$ cat config.mk
export PLATFORM = sky130hd
export DESIGN_NAME = rr_mux_arbiter
export DESIGN_NICKNAME = d
export VERILOG_FILES = /design/src/rtl/mux_pkg.sv /design/src/rtl/rr_pick.sv /design/src/rtl/rr_mux_arbiter.sv
export SDC_FILE = /design/constraint.sdc
export NUM_CORES = 1
export LEC_CHECK = 0
export ABC_AREA = 1
export CAP_MARGIN = 20
export CORE_ASPECT_RATIO = 0.9
export CORE_MARGIN = 1.5
export CORE_UTILIZATION = 43
export DETAILED_ROUTE_END_ITERATION = 12
export HOLD_SLACK_MARGIN = 0.15
export PLACE_DENSITY = 0.91
export SLEW_MARGIN = 20
export SYNTH_ARGS = -nofsm -noshare
export SYNTH_HDL_FRONTEND = slang
export SYNTH_SLANG_ARGS = --single-unit
export TNS_END_PERCENT = 20
$ cat constraint.sdc
create_clock -name clk -period 3.34 [get_ports clk]
set_input_delay 0.334 -clock clk [delete_from_list [all_inputs] [get_ports clk]]
set_output_delay 0.334 -clock clk [all_outputs]
set_load 0.05 [all_outputs]
$ cat src/rtl/mux_pkg.sv
// Shared constants and helpers for the round-robin mux arbiter.
// Exports default N/W, the select-width function and reset pointer.
package mux_pkg;

    localparam int DEF_N = 4;
    localparam int DEF_W = 8;

    // Pointer value after reset: requester 0 has first priority.
    localparam int RST_PTR = 0;

    function automatic int sw_of(input int n);
        return (n <= 2) ? 1 : $clog2(n);
    endfunction

endpackage

$ cat src/rtl/rr_pick.sv
// Combinational round-robin picker: first req at or above ptr, wrapping.
// Ports: req[N], ptr[SW] in; gnt[N] one-hot, idx[SW], any out.
module rr_pick
    import mux_pkg::*;
#(
    parameter int N  = DEF_N,
    parameter int SW = sw_of(DEF_N)
) (
    input  logic [N-1:0]  req,
    input  logic [SW-1:0] ptr,
    output logic [N-1:0]  gnt,
    output logic [SW-1:0] idx,
    output logic          any
);

    logic [2*N-1:0] dbl;

    // The upper copy of req lets a scan starting at ptr wrap
    // around without a modulo in the search.
    always_comb begin
        dbl = {req, req};
        gnt = '0;
        idx = ptr;
        any = 1'b0;
        for (int j = 0; j < 2 * N; j++) begin
            if (!any && dbl[j] && (j >= int'(ptr))) begin
                any = 1'b1;
                gnt = N'(1) << (j % N);
                idx = SW'(j % N);
            end
        end
    end

endmodule

$ cat src/rtl/rr_mux_arbiter.sv
// N:1 round-robin arbitrating mux with a registered valid/ready output.
// Ports: clk, rst_n, in_valid[N], in_data[N*W], in_ready[N], sel[SW],
//   out_valid, out_data[W], out_src[SW], out_ready.
// Build macro RR_LOCK_EN adds in_last[N] for multi-word locked bursts.
module rr_mux_arbiter
    import mux_pkg::*;
#(
    parameter  int N  = DEF_N,
    parameter  int W  = DEF_W,
    localparam int SW = sw_of(N)
) (
    input  logic            clk,
    input  logic            rst_n,
    input  logic [N-1:0]    in_valid,
    input  logic [N*W-1:0]  in_data,
`ifdef RR_LOCK_EN
    input  logic [N-1:0]    in_last,
`endif
    output logic [N-1:0]    in_ready,
    output logic [SW-1:0]   sel,
    output logic            out_valid,
    output logic [W-1:0]    out_data,
    output logic [SW-1:0]   out_src,
    input  logic            out_ready
);

    logic          load_en;
    logic          any;
    logic          xfer;
    logic [N-1:0]  req_m;
    logic [N-1:0]  gnt;
    logic [SW-1:0] ptr_q;
    logic [SW-1:0] ptr_m;
    logic [SW-1:0] ptr_nx;
    logic [SW-1:0] idx;

    // No grant is offered while reset is held.
    assign load_en = rst_n & (out_ready | ~out_valid);

`ifdef RR_LOCK_EN
    logic          lock_q;
    logic [SW-1:0] lock_idx_q;
    logic          last_bit;

    // While locked only the owner may request.
    assign req_m = lock_q ? (in_valid & (N'(1) << lock_idx_q))
                          : in_valid;
    assign ptr_m = lock_q ? lock_idx_q : ptr_q;
    assign last_bit = in_last[idx];
`else
    assign req_m = in_valid;
    assign ptr_m = ptr_q;
`endif

    rr_pick #(
        .N  (N),
        .SW (SW)
    ) u_pick (
        .req (req_m),
        .ptr (ptr_m),
        .gnt (gnt),
        .idx (idx),
        .any (any)
    );

    assign xfer     = load_en & any;
    assign in_ready = {N{load_en}} & gnt;
    assign sel      = idx;
    assign ptr_nx   = (idx == SW'(N - 1)) ? '0 : idx + 1'b1;

    always_ff @(posedge clk or negedge rst_n) begin
        if (!rst_n) begin
            out_valid <= 1'b0;
            out_data  <= '0;
            out_src   <= '0;
        end else if (load_en) begin
            out_valid <= any;
            if (any) begin
                out_data <= in_data[idx*W +: W];
                out_src  <= idx;
            end
        end
    end

`ifdef RR_LOCK_EN
    always_ff @(posedge clk or negedge rst_n) begin
        if (!rst_n) begin
            ptr_q      <= SW'(RST_PTR);
            lock_q     <= 1'b0;
            lock_idx_q <= '0;
        end else if (xfer) begin
            if (last_bit) begin
                ptr_q  <= ptr_nx;
                lock_q <= 1'b0;
            end else begin
                lock_q     <= 1'b1;
                lock_idx_q <= idx;
            end
        end
    end
`else
    always_ff @(posedge clk or negedge rst_n) begin
        if (!rst_n) begin
            ptr_q <= SW'(RST_PTR);
        end else if (xfer) begin
            ptr_q <= ptr_nx;
        end
    end
`endif

endmodule

; Word-level counts from Yosys, hierarchy flattened
; Index checks and enable logic that the tools add are counted.
[word_totals]
regBits = 13
output_inout_bits = 17
[classes]
n_mux = 25
addsub = 1
bitwise = 5
reduce_logical = 18
n_lt_le_gt_ge = 3
shifts = 1
eq_ne = 1
[op_table]
columns = op, n
row1 = $shiftx 32x6->8, 1
row2 = $mux 4, 7
row3 = $mux 2, 9
row4 = $logic_and 1x1->1, 10
row5 = $mux 1, 9
row6 = $logic_not 1->1, 7
row7 = $and 4x4->4, 1
row8 = $ge 1x2->1 const A, 2
row9 = $add 2x1->2 const B, 1
row10 = $and 1x1->1, 2
row11 = $eq 2x2->1 const B, 1
row12 = $ge 2x2->1 const A, 1
row13 = $reduce_and 2->1, 1
row14 = $not 1->1, 1
row15 = $or 1x1->1, 1

; Logic depth before layout (Yosys ltp)
; Gate-level depths: netlist of run 1.
[logic_depth]
word_depth = 28
mapped_depth = 15
depth_no_buf = 14

; Cells and area by module
; Synthesis of run 1 repeated with hierarchy kept, for this count alone.
[hier_totals]
hier_cells = 203
hier_area_um2 = 1147.4
[by_module_without_submodules]
columns = module, area_per_inst_um2, cells_per_inst, n_inst, seq_area_each_um2
row1 = rr_mux_arbiter, 975.9, 164, 1, 325.3
row2 = rr_pick, 171.4, 39, 1, 0.0

; Worst setup path before layout of run 1
; No wires, ideal clock.
[synth_timing]
kind = reg-to-output
startpoint = reg ptr_q[1] (netlist: ptr_m[1])
endpoint = out in_ready[2]
setup_slack_ps = 1095
path_buffers = 1
arrival_time_ps = 1911
stages_incl_launch_ff = 8
cell_sequence = dfrtp_1 > nor2_1 > a21oi_2 > o21ai_1 > nor2_2 > nand4_2 > buf_2 > a21oi_1
[synth_via]
elab_chain_cells = 27
elab_cells_between_ends = 34
[synth_rtl]
columns = element, line_no
row1 = start: declaration, rr_mux_arbiter.sv:32  ; logic [SW-1:0] ptr_q;
row2 = start signal: assignment, rr_mux_arbiter.sv:104  ; ptr_q <= SW'(RST_PTR);
row3 = start signal: assignment, rr_mux_arbiter.sv:106  ; ptr_q <= ptr_nx;
row4 = $ge 1x2->1, rr_pick.sv:26  ; if (!any && dbl[j] && (j >= int'(ptr))) begin
row5 = $logic_and 1x1->1, rr_pick.sv:26
row6 = $mux 1, rr_pick.sv:26
row7 = $logic_not 1->1, rr_pick.sv:26
row8 = $logic_and 1x1->1 (2 in series), rr_pick.sv:26
row9 = $mux 1, rr_pick.sv:26
row10 = $logic_not 1->1, rr_pick.sv:26
row11 = $logic_and 1x1->1 (2 in series), rr_pick.sv:26
row12 = [... 9 more ...], -
row13 = $mux 1, rr_pick.sv:26
row14 = $logic_not 1->1, rr_pick.sv:26
row15 = $logic_and 1x1->1, rr_pick.sv:26
row16 = $mux 1, rr_pick.sv:26
row17 = $logic_not 1->1, rr_pick.sv:26
row18 = $logic_and 1x1->1, rr_pick.sv:26
row19 = $mux 4 *, rr_pick.sv:26
row20 = $and 4x4->4 *, rr_mux_arbiter.sv:67  ; assign in_ready = {N{load_en}} & gnt;
row21 = end: declaration, rr_mux_arbiter.sv:19  ; output logic [N-1:0] in_ready,
; Every way passes the cells marked *; elsewhere a longest branch is shown, timed or not.

; Worst setup path in the final report of run 1
[layout_timing]
startpoint = in in_valid[1]
endpoint = out sel[1]
[layout_via]
elab_chain_cells = 22
elab_cells_between_ends = 28
[layout_rtl]
columns = element, line_no
row1 = start: declaration, rr_mux_arbiter.sv:14  ; input logic [N-1:0] in_valid,
row2 = $logic_and 1x1->1 (2 in series), rr_pick.sv:26
row3 = $mux 1, rr_pick.sv:26
row4 = $logic_not 1->1, rr_pick.sv:26
row5 = $logic_and 1x1->1 (2 in series), rr_pick.sv:26
row6 = $mux 1, rr_pick.sv:26
row7 = $logic_not 1->1, rr_pick.sv:26
row8 = $logic_and 1x1->1, rr_pick.sv:26
row9 = $mux 1, rr_pick.sv:26
row10 = [... 4 more ...], -
row11 = $logic_and 1x1->1, rr_pick.sv:26
row12 = $mux 1, rr_pick.sv:26
row13 = $logic_not 1->1, rr_pick.sv:26
row14 = $logic_and 1x1->1, rr_pick.sv:26
row15 = $mux 1, rr_pick.sv:26
row16 = $logic_not 1->1, rr_pick.sv:26
row17 = $logic_and 1x1->1, rr_pick.sv:26
row18 = $mux 2 *, rr_pick.sv:26
row19 = end: declaration, rr_mux_arbiter.sv:20  ; output logic [SW-1:0] sel,
; Marks and branches as above.

==> impl_results.md, run 1 <==
* Number of cells after detailed placement at 262
* Synth area leaders: dfrtp_1, nand2_1, nand3_1, inv_1, nor2_1
* Tmin final at 2.91 ns
* Nets at about 280
* Final core utilization at 69.1%
* Register area share after synthesis at between 20 and 30%
* Crit path max fanout at 11
* Fin. max-slew vios at 0
* Yosys warnings at 0
* Clock slew at reported path FFs at 0.08 ns
* TritonRoute pass-1 iters at 4
* Total gr overflow at 0
* Crit. End Element: primary output
* H-tree depth at 1
* Crit path max-delay family: buffers and inverters
* Post-CTS setup buffer count at 0
* GP Congestion at 0.957
* Synthesized cell area at between 0.001 and 0.0015 mm2
* Clk buf depth at 2
* Core area at 0.00245 mm2
* Synth top area share at 29.4%
* Largest net degree at the start of global routing at 19
* DR vias at 1317
* TritonCTS clock tree: yes
* Starting Density at 45.2%
* # clock sinks at 13
* Final worst slack at 0.435 ns
* Power Dens Cells at between 800 and 900 mW/mm2
* PostCTS Resize Cnt at 0
* Final hold vios at 0
* Avg Synthesized Cell Area at 6.07 um2
* WL per Instance at roughly 10 um
* Outcome: finished, final reports clean
* Final Non-Filler Cells at roughly 270
* Pre-CTS setup slack at between 0.4 and 0.5 ns
* Initial DRC Count at 18
* Post-CTS Hold Fix Bufs at 0
* Achievable frequency at 344 MHz
* Static leakage at 0.000925 uW
* Worst slew margin at 53.5%
* Row count at 17
* Area Growth Syn to Fin at 53.0%
* Crit path largest cell delay at 0.86 ns
* Clk root buf: clkbuf_4
* Share of post-route cells with drive strength above 1 at under 10%
* Peak VDD IR at 665 uV
* Post-DR vias/cell at 4.95
* Die area at 0.00288 mm2
* DRC at 0
* Die height at 51.1 um
* Sum of buffers and inverters on the critical path at 4
* Remaining antenna violation count at 0
* First-pass GRT wire length at 4740 um
* Cells after Synth at 182
* Fillcell total at 211
* Hpwl dp at 2200 um
* CP max-delay cell: clkdlybuf4s50_1
* Worst Path Arrival at about 2.6 ns
* Critical Path RT at 3.01 ns
* Ant. Diodes at 0
* DIE WIDTH at 56.4 um
* Max Cap Viol at 0
* Fin crit share at 87.0%
* CP Cell Sequence: clkdlybuf4s50_1 > inv_2 > nor2_1 > a21oi_2 > o211ai_1 > nand3_1 > nand3_2 > inv_2 > clkdlybuf4s50_1
* TNS Setup at 0 ns
* CP Class: input pin to primary output
* Yosys reg bits at 13
* # port buffers at 55
* Synth area leader: dfrtp_1
* Synthesized Nets at 222
* Startpoint types: input pin
* Class of the worst hold path: input pin to asynchronous set/reset pin
* Worst skew pair latency at between 0.2 and 0.3 ns
* Vias in the first global route at 1132
* Dpl cell area at 0.00166 mm2
* Top-Level Pins at 56
* RSZ-0062 raised after global routing: no
* CTS buffer count at 3
* GRT Total Usage at 20.6%
* Worst Tran Pin Value at between 0.6 and 0.7 ns
* Distinct cells, synth at 23
* Drt total wl at 2770 um
* Clk_skew at between 0.004 and 0.005 ns
* Initial antenna violation count at 0
* Final count of negative-setup-slack endpoints at 0
* Design Area, Final at 0.00169 mm2
==> worst reg2reg max path, delay by kind of cell (launching register included) <==
family	cells	cell delay, ns
simple gates	5	1.01
fa+ha+maj	1	0.29
compound gates	3	0.30
buf+inv	1	0.13
flops	1	0.40
==> power by group <==
part	switching [uW]	leakage (uW)	internal (uW)
sequential	44.3	0.000157	230
combinational	660	0.000753	331
clock	48.2	0.0000150	46.2
==> cell type report <==
cell class | count | area [um2] | area share [%]
multi-input cells | 122 | 589 | 34.9
well taps | 28 | 35.0 | 2.07
flip-flops and latches | 13 | 325 | 19.2
repair buffers | 56 | 553 | 32.7
clock buffers | 4 | 26.3 | 1.55
inverters | 43 | 161 | 9.55
==> cells in the mapped netlist <==
master	number
inv_1	41
inv_2	2
dfrtp_1	13
ha_1	1
a21oi_1	3
o21ai_1	1
nor2_1	7
buf_2	2
buf_4	1
nand2_2	2
nand4_1	2
buf_6	1
nand3_2	2
o211ai_1	1
nand3_1	31
o21a_1	1
nand2_1	60
a21oi_2	3
nand4_2	2
nor2_2	1
nand2_4	1
o22ai_1	1
o21ai_0	3
==> final timing paths <==
kind / startpoint / endpoint / slack (ns) / depth (start not counted)
max in group asynchronous: rst_n / out_data[6]$_DFFE_PN0P_ / 2.74 / 2
worst max register to register: ptr_m[1]$_DFFE_PN0P_ / ptr_m[1]$_DFFE_PN0P_ / 1.08 / 10
worst min-delay path: rst_n / out_data[7]$_DFFE_PN0P_ / 0.44 / 2
min in group clk: out_data[7]$_DFFE_PN0P_ / out_data[7]$_DFFE_PN0P_ / 0.48 / 2
worst min register to register: out_data[7]$_DFFE_PN0P_ / out_data[7]$_DFFE_PN0P_ / 0.48 / 2
worst max-delay path: in_valid[1] / sel[1] / 0.43 / 9
==> cells in the final DEF, fill, tap and decap left out, types with 3 or more instances in the layout <==
cell type	Yosys	layout
nand2_1	60	60
o21ai_0	3	3
a21oi_1	3	3
buf_4	1	3
dfrtp_1	13	13
clkdlybuf4s50_1	0	53
nand3_1	31	31
nor2_1	7	7
inv_1	41	41
clkbuf_4	0	3
a21oi_2	3	3
==> logic make-up (layout without fill, tap and decap cells) <==
family,Yosys count,after routing,synth area share [%]
buf+inv,47,103,17.2
fa+ha+maj,1,1,1.13
simple gates,108,108,44.7
compound gates,13,13,7.47
flops,13,13,29.4
==> state kept, by name, summed over array words and instances, names as in the netlist <==
name and cells:
ptr_m 2, out_valid 1, out_data 8, out_src 2
==> routing by layer <==
| layer | global-route usage (%) | share of wire (%) | up-vias |
|---|---|---|---|
| li1 | - | - | 678 |
| met1 | 27.7 | 46 | 572 |
| met2 | 33.1 | 45 | 61 |
| met3 | 4.56 | 7.7 | 6 |
| met4 | 6.35 | 1.4 | 0 |
| met5 | 0 | 0 | - |
==> through the flow <==
step / power [uW] / hold slack, ns
2_1_floorplan: 993 / 0.0384
3_3_place_gp: 1260 / 0.468
3_5_place_dp: 1270 / 0.470
4_1_cts: 1370 / 0.436
5_1_grt: 1480 / 0.443
6_report: 1360 / 0.439
Note: power is estimated with default switching activity, not from simulation.
==> run 2, diff against run 1 <==
- SKIP_CTS_REPAIR_TIMING: unset -> 1
==> results of run 2 <==
Same layout as run 1: the final DEF is identical, and so are final timing and power.
==> run 3, diff against run 2 <==
- SETUP_SLACK_MARGIN: unset -> 0.3
==> results of run 3 <==
Same layout as run 1: the final DEF is identical, and so are final timing and power.
